==> src/rtl/mem_arb_pkg.sv <==
// Shared types and default sizes for the memory-port arbiter.
package mem_arb_pkg;

    localparam int DEF_NUM_REQ    = 2;
    localparam int DEF_ADDR_WIDTH = 8;
    localparam int DEF_DATA_WIDTH = 8;

    typedef enum logic [1:0] {
        IDLE     = 2'd0,
        ACCESS   = 2'd1,
        COMPLETE = 2'd2
    } mem_arb_state_e;

endpackage

==> src/rtl/rr_pick.sv <==
// Round-robin one-hot picker: the first set request after ptr (wrapping) wins.
module rr_pick #(
    parameter  int NUM_REQ = 2,
    localparam int IDX_W   = (NUM_REQ > 1) ? $clog2(NUM_REQ) : 1
) (
    input  logic [NUM_REQ-1:0] req,
    input  logic [IDX_W-1:0]   ptr,
    output logic [NUM_REQ-1:0] grant
);

    always_comb begin
        int idx;
        idx   = 0;
        grant = '0;
        // Walk from farthest to nearest so the closest requester after ptr overwrites.
        for (int i = NUM_REQ; i >= 1; i--) begin
            idx = (int'(ptr) + i) % NUM_REQ;
            if (req[IDX_W'(idx)]) begin
                grant               = '0;
                grant[IDX_W'(idx)]  = 1'b1;
            end
        end
    end

endmodule

==> src/rtl/mem_arbiter.sv <==
// Shares one synchronous-read memory port among NUM_REQ requesters, one access per 3 cycles.
// Define MEM_ARB_FIXED_PRIO_EN for lowest-index-wins priority instead of round-robin.
module mem_arbiter
    import mem_arb_pkg::*;
#(
    parameter int NUM_REQ    = DEF_NUM_REQ,
    parameter int ADDR_WIDTH = DEF_ADDR_WIDTH,
    parameter int DATA_WIDTH = DEF_DATA_WIDTH
) (
    input  logic                                 clock,
    input  logic                                 reset,
    input  logic [NUM_REQ-1:0]                   req_valid,
    input  logic [NUM_REQ-1:0]                   req_write,
    input  logic [NUM_REQ-1:0][ADDR_WIDTH-1:0]   req_addr,
    input  logic [NUM_REQ-1:0][DATA_WIDTH-1:0]   req_wdata,
    output logic [NUM_REQ-1:0]                   req_ready,
    output logic [NUM_REQ-1:0]                   rsp_valid,
    output logic [DATA_WIDTH-1:0]                rsp_rdata,
    output logic [ADDR_WIDTH-1:0]                mem_address,
    output logic [DATA_WIDTH-1:0]                mem_data_in,
    output logic                                 mem_write,
    output logic                                 mem_enable,
    input  logic [DATA_WIDTH-1:0]                mem_data_out
);

    localparam int IDX_W = (NUM_REQ > 1) ? $clog2(NUM_REQ) : 1;

    mem_arb_state_e     state_q, state_d;
    logic [IDX_W-1:0]   owner_q;
    logic               wr_q;
    logic [NUM_REQ-1:0] grant;
    logic [IDX_W-1:0]   grant_idx;
    logic               accept;

`ifdef MEM_ARB_FIXED_PRIO_EN
    always_comb begin
        grant = '0;
        for (int i = NUM_REQ - 1; i >= 0; i--) begin
            if (req_valid[i]) begin
                grant    = '0;
                grant[i] = 1'b1;
            end
        end
    end
`else
    logic [IDX_W-1:0] ptr_q;

    rr_pick #(.NUM_REQ(NUM_REQ)) u_pick (
        .req   (req_valid),
        .ptr   (ptr_q),
        .grant (grant)
    );

    // Resetting to the last index makes requester 0 the first winner.
    always_ff @(posedge clock or posedge reset) begin
        if (reset)
            ptr_q <= IDX_W'(NUM_REQ - 1);
        else if (state_q == COMPLETE)
            ptr_q <= owner_q;
    end
`endif

    always_comb begin
        grant_idx = '0;
        for (int i = 0; i < NUM_REQ; i++)
            if (grant[i]) grant_idx = IDX_W'(i);
    end

    assign accept = (state_q == IDLE) && (|req_valid) && !reset;

    always_comb begin
        state_d   = state_q;
        req_ready = '0;
        rsp_valid = '0;
        rsp_rdata = '0;
        case (state_q)
            IDLE: begin
                if (accept) begin
                    req_ready = grant;
                    state_d   = ACCESS;
                end
            end
            ACCESS: state_d = COMPLETE;
            COMPLETE: begin
                rsp_valid[owner_q] = 1'b1;
                rsp_rdata          = wr_q ? '0 : mem_data_out;
                state_d            = IDLE;
            end
            default: state_d = IDLE;
        endcase
    end

    // Memory pins are loaded at grant so they are registered for the ACCESS cycle.
    always_ff @(posedge clock or posedge reset) begin
        if (reset) begin
            state_q     <= IDLE;
            owner_q     <= '0;
            wr_q        <= 1'b0;
            mem_enable  <= 1'b0;
            mem_write   <= 1'b0;
            mem_address <= '0;
            mem_data_in <= '0;
        end else begin
            state_q <= state_d;
            if (accept) begin
                owner_q     <= grant_idx;
                wr_q        <= req_write[grant_idx];
                mem_enable  <= 1'b1;
                mem_write   <= req_write[grant_idx];
                mem_address <= req_addr[grant_idx];
                mem_data_in <= req_wdata[grant_idx];
            end else begin
                mem_enable <= 1'b0;
                mem_write  <= 1'b0;
            end
        end
    end

endmodule

==> config.mk <==
export PLATFORM = sky130hd
export DESIGN_NAME = mem_arbiter
export DESIGN_NICKNAME = d
export VERILOG_FILES = /design/src/rtl/mem_arb_pkg.sv /design/src/rtl/rr_pick.sv /design/src/rtl/mem_arbiter.sv
export SDC_FILE = /design/constraint.sdc
export NUM_CORES = 1
export LEC_CHECK = 0
export CAP_MARGIN = 20
export CORE_MARGIN = 1.5
export CORE_UTILIZATION = 37
export DETAILED_ROUTE_END_ITERATION = 8
export PLACE_DENSITY_LB_ADDON = 0.15
export SYNTH_ARGS = -nofsm -noshare
export SYNTH_HDL_FRONTEND = slang
export SYNTH_HIERARCHICAL = 1
export SYNTH_SLANG_ARGS = --single-unit
==> constraint.sdc <==
create_clock -name clock -period 2.1 [get_ports clock]
set_input_delay 0.315 -clock clock [delete_from_list [all_inputs] [get_ports clock]]
set_output_delay 0.315 -clock clock [all_outputs]
set_load 0.01 [all_outputs]
* Yosys cells after proc, flatten, opt, wreduce, memory -nomap -nowiden
Index checks and enable logic that the tools add are counted.
** Storage, ports and cells
- Output and inout bits :: 30
- Bits in latches :: 0
- Bits in writable memories :: 0
- Memories :: 0
- Flip-flop bits (word level) :: 23
- Memory bits (read-only) :: 0
** Operators by class
- Equality and inequality tests :: 3
- Reductions and logical operators :: 8
- Multiplexer cells :: 28
- $mul :: 0
- $add $sub $neg :: 2
- Shift-type cells :: 0
- $lt $le $gt $ge :: 7
- Bitwise logic cells :: 0
- Div/mod/pow operators :: 0
** Operators by type and width (number)
- 8-bit 2-to-1 mux :: 6
- 1-bit 2-to-1 mux :: 12
- 2-bit 2-to-1 mux :: 6
- 1-bit by 3-bit < comparator with 1-bit output, second input constant :: 2
- 1-bit logical AND :: 5
- 1-bit by 2-bit < comparator with 1-bit output, second input constant :: 2
- 2-bit case mux with 2 select lines :: 1
- 1-bit demux with 1-bit select :: 3
- 1-bit >= comparator, second input constant :: 3
- 1-bit adder, second input constant :: 2
- 2-bit by 1-bit == test with 1-bit output, second input constant :: 1
- 2-bit == test, second input constant :: 1
- 2-bit logical NOT :: 1
- 2-bit inequality test, second input constant :: 1
- 2-bit OR reduction :: 1
- 1-bit logical NOT :: 1

* Longest topological paths before layout
Gate-level depths: netlist of run 1.
- Depth in word-level cells :: 11
- Depth in mapped cells :: 5
- Mapped depth without buffers :: 3

* Hierarchy
Netlist of run 1, hierarchy kept.
** By module, submodules not included
- mem_arbiter :: cells each 86, sequential area each 576.8 um^2, times used 1, area each 1241.2 um^2
- rr_pick :: cells each 3, sequential area each 0.0 um^2, times used 1, area each 17.5 um^2

* Worst setup path after synthesis of run 1
No wires, ideal clock.
- Path kind :: register to output
- From :: register state_q[1]
- To :: output req_ready[0]
- Arrival :: 1.209 ns
- Stages on the path, launching flop included :: 5
- Setup slack :: 0.576 ns
- Required time :: 1.785 ns
- Buffers on the path :: 1
- Cell sequence :: dfrtp_1 > or3_4 > nor2_8 > buf_12 > and2_1
** On the way
- Longest elaborated chain between the ends :: 5
** Ends and longest elaborated chain
- start, declared :: line mem_arbiter.sv:28 : mem_arb_state_e state_q, state_d;
- start signal, assigned :: line mem_arbiter.sv:104 : state_q <= state_d;
- 2-bit logical NOT :: line mem_arbiter.sv:69 : assign accept = (state_q == IDLE) && (|req_valid) && !reset;
- 1-bit logical AND (2 in a row) :: line mem_arbiter.sv:69
- named net accept :: line mem_arbiter.sv:33 : logic accept;
- 2-bit 2-to-1 mux :: line mem_arbiter.sv:78 : if (accept) begin
- 2-bit 2-to-1 mux :: line mem_arbiter.sv:76 : case (state_q)
- end, declared :: line mem_arbiter.sv:16 : output logic [NUM_REQ-1:0] req_ready,
The timed path passes the listed nets, and every way through them passes these cells.

* Final worst setup path of run 1
- From :: register state_q[0]
- To :: output rsp_rdata[4]
** On the way
- Longest elaborated chain between the ends :: 2
** Ends and longest elaborated chain
- 2-bit == test :: line mem_arbiter.sv:76
- 8-bit 2-to-1 mux :: line mem_arbiter.sv:76
- end, declared :: line mem_arbiter.sv:18 : output logic [DATA_WIDTH-1:0] rsp_rdata,
No other way between the ends.

==> out/qor.yml, run 1 <==
floorplan:
  std_cell_rows: 20
  core_sq_um: 3153
  die_area_sq_um: 3761
  die_h_um: 61.33
  pin_count: 76
  die_w_um: 61.33
  initial_core_util: 0.3992
critical_path:
  cp-start-kind: "flop"
  path_class: "reg -> out"
  crit_chain: "or2b_1 -> nor2_4 -> buf_4 -> and2_1 -> clkdlybuf4s15_1"
  cp_slowest_cell: "dfrtp_1"
  max_stage_delay_ps: 410
  cp.required_ps: 1780
  critPathMaxFanout: 5
  reg2reg_depth: 4
  critPathBufInv: 2
  arrival_ps: 1650
  worstSetupEndpointType: "primary output"
  crit_family: "simple AND/OR/NAND/NOR gates"
  critical_path_depth: 5
cts:
  cts_hold_buf: 0
  cts_buffers: 3
  cts_tree: "built"
  htree_levels: 1
  cts_sinks: 23
  clock_latency_ps: 300
  clk_path_buf_depth: 2
  root_buffer: "clkbuf_4"
  clkTransAtPathRegs_ps: 120
placed_design:
  port_buffers: 74
  place_hpwl_mm: 2.177
  routabilityCongestion: 0.6867
layout:
  layout_commonest_cell: "clkdlybuf4s50_1"
  nets: 216
  drive_gt1_frac: 0.2781
  layout_common_cells: "clkdlybuf4s50_1, dfrtp_1, mux2_4"
  area_delta_synth_final_pct: 64.61
  n_antenna_cell: 0
sta:
  hold_viol: 0
  fin_skew_ps: 1.903
  slew_viol_final: 0
  rsz0062_at_grt: "false"
  final-setup-viol-count: 0
  holdWs_ps: 315.3
  fmax_mhz: 508.7
  fin_crit_ps: 1966
  fin_crit_sh: 0.9361
detailed_routing:
  final_antenna_net_count: 0
  wirelength_mm: 2.921
  wl_per_cell_um: 13.71
  num_vias: 965
  avgViaCountPerCell: 4.531
  initialDrtViolationCount: 19
  drc_errors: 0
  first_pass_iters: 2
synthesis:
  ys_warn_count: 6
  synth_cells: 89
  synth.top_cell.area_share: 0.4374
  syn_nets: 135
  synth-adder-area-share: 0
  ys_seq_area_frac: 0.4583
  synth_compound_area_frac: 0.009940
  synth-simple-area-share: 0.1183
  synth_top_family_by_area: "multiplexers"
  synthTopCellsByArea: "dfrtp_1, mux2_4, mux2_2, and2_1, buf_12"
  synth_xor_area_frac: 0
  synth_cell_types: 23
  avgSynthCellArea_sq_um: 14.14
  synth.mux.area_fraction: 0.3539
  syn-cell-area_sq_um: 1259
  ys_seq_elements: 23
  synth_area_leader_cell: "dfrtp_1"
flow_run:
  max-cap-violations: 0
grt:
  grt_max_degree: 20
  grtUsageTotal: 0.1613
  grt_pass1_wl_mm: 4.402
  grt_pass1_vias: 996
  grt-ovfl-total: 0
  antenna_found_initial: 0
power:
  p_leak_nw: 0.9681
  power_w: 0.001428
  powerDensity_nw_per_um2: 689.0
  ir_drop_mv: 0.3435
outcome:
  status: "completed"
worst_hold_path:
  min_path_type: "in -> async"
## layer usage
layer / track usage / wire, um / vias up
met3: 0.05042 / 364 / 2
met1: 0.1788 / 1168 / 450
met5: 0 / 0 / -
met2: 0.2903 / 1372 / 55
li1: - / - / 458
met4: 0.05590 / 14 / 0
## sequential cells by signal, summed over array words and instances, names as in the netlist
signal and cells:
mem_address 8, mem_data_in 8, state_q 2, mem_enable 1, mem_write 1, owner_q 1
ptr_q 1, wr_q 1
## what timing repair did
action	4_1_cts	5_1_grt
pin swaps	1	0
gates resized for setup	11	3
buffers inserted	3	0
endpoints found under the setup margin	9	3
## cells by family (layout without fill, tap and decap cells)
group,count (synthesis),after routing
buffers and inverters,7,87
AND/OR/NAND/NOR,22,22
flip-flops,23,23
multiplexers,34,34
AO/OA/AOI/OAI,2,2
other,1,1
## path summary, 6_finish.rpt
| check | slack, ps | endpoint | from |
|---|---|---|---|
| hold reg to reg | 510 | ptr_q$_DFFE_PP1P_ | ptr_q$_DFFE_PP1P_ |
| setup reg to reg | 390 | mem_address[3]$_DFFE_PP0P_ | state_q[1]$_DFFE_PP0P_ |
| setup / recovery | 130 | rsp_rdata[4] | state_q[0]$_DFFE_PP0P_ |
| min in group clock | 510 | ptr_q$_DFFE_PP1P_ | ptr_q$_DFFE_PP1P_ |
| max in group asynchronous | 1270 | state_q[1]$_DFFE_PP0P_ | reset |
| hold / removal | 320 | mem_address[5]$_DFFE_PP0P_ | reset |
## worst reg2reg max path, delay by kind of cell, from the launching register on
kind | cells | cell delay (ps)
and+or+nand+nor | 2 | 520
buffers and inverters | 1 | 320
muxes | 1 | 350
DFF | 1 | 410
## cell type report
cell class	count	area, sq um
fillers	267	1081
repair buffers	81	788.3
multi-input cells	59	618.1
flip-flops and latches	23	576.8
well taps	44	55.05
clock buffers	4	26.28
inverters	2	7.507
## report_power, final
group	total, W	leakage, nW	switching [W]	internal, W
combinational	0.000608	0.679	0.000192	0.000416
clock	0.000198	0.0150	0.000124	0.0000739
sequential	0.000621	0.274	0.0000647	0.000556
total	0.00143	0.968	0.000382	0.00105
## cell usage after synthesis, drive strengths merged
library cell / n
and2b: 1
mux2i: 1
nor2: 6
dfrtp: 22
buf: 5
mux2: 33
nand2b: 1
o21ai: 1
inv: 2
or3: 1
conb: 1
a21o: 1
and2: 11
nor3: 1
or2b: 1
dfstp: 1
## metrics by stage
step	setup TNS, ps	cell area (sq um)	instances	utilization	worst slack, ps
floorplan	0	1259	89	-	576.3
finish	0	2072	213	0.6571	134.1
detailed placement	-84.51	2021	206	0.6409	-84.51
CTS	0	2066	213	0.6552	2.512
global placement	-67.32	2021	206	0.6409	-67.32
global route	0	2072	213	0.6571	9.057
No activity file was read; power rests on OpenSTA's default activity.
==> inputs of run 2 (changes only) <==
--- a/config.mk
+++ b/config.mk
@@ -10,6 +10,7 @@
 export CORE_UTILIZATION = 37
 export DETAILED_ROUTE_END_ITERATION = 8
 export PLACE_DENSITY_LB_ADDON = 0.15
+export SLEW_MARGIN = 20
 export SYNTH_ARGS = -nofsm -noshare
 export SYNTH_HDL_FRONTEND = slang
 export SYNTH_HIERARCHICAL = 1
==> results of run 2 <==
No change in the layout: final DEF, timing and power equal those of run 1.
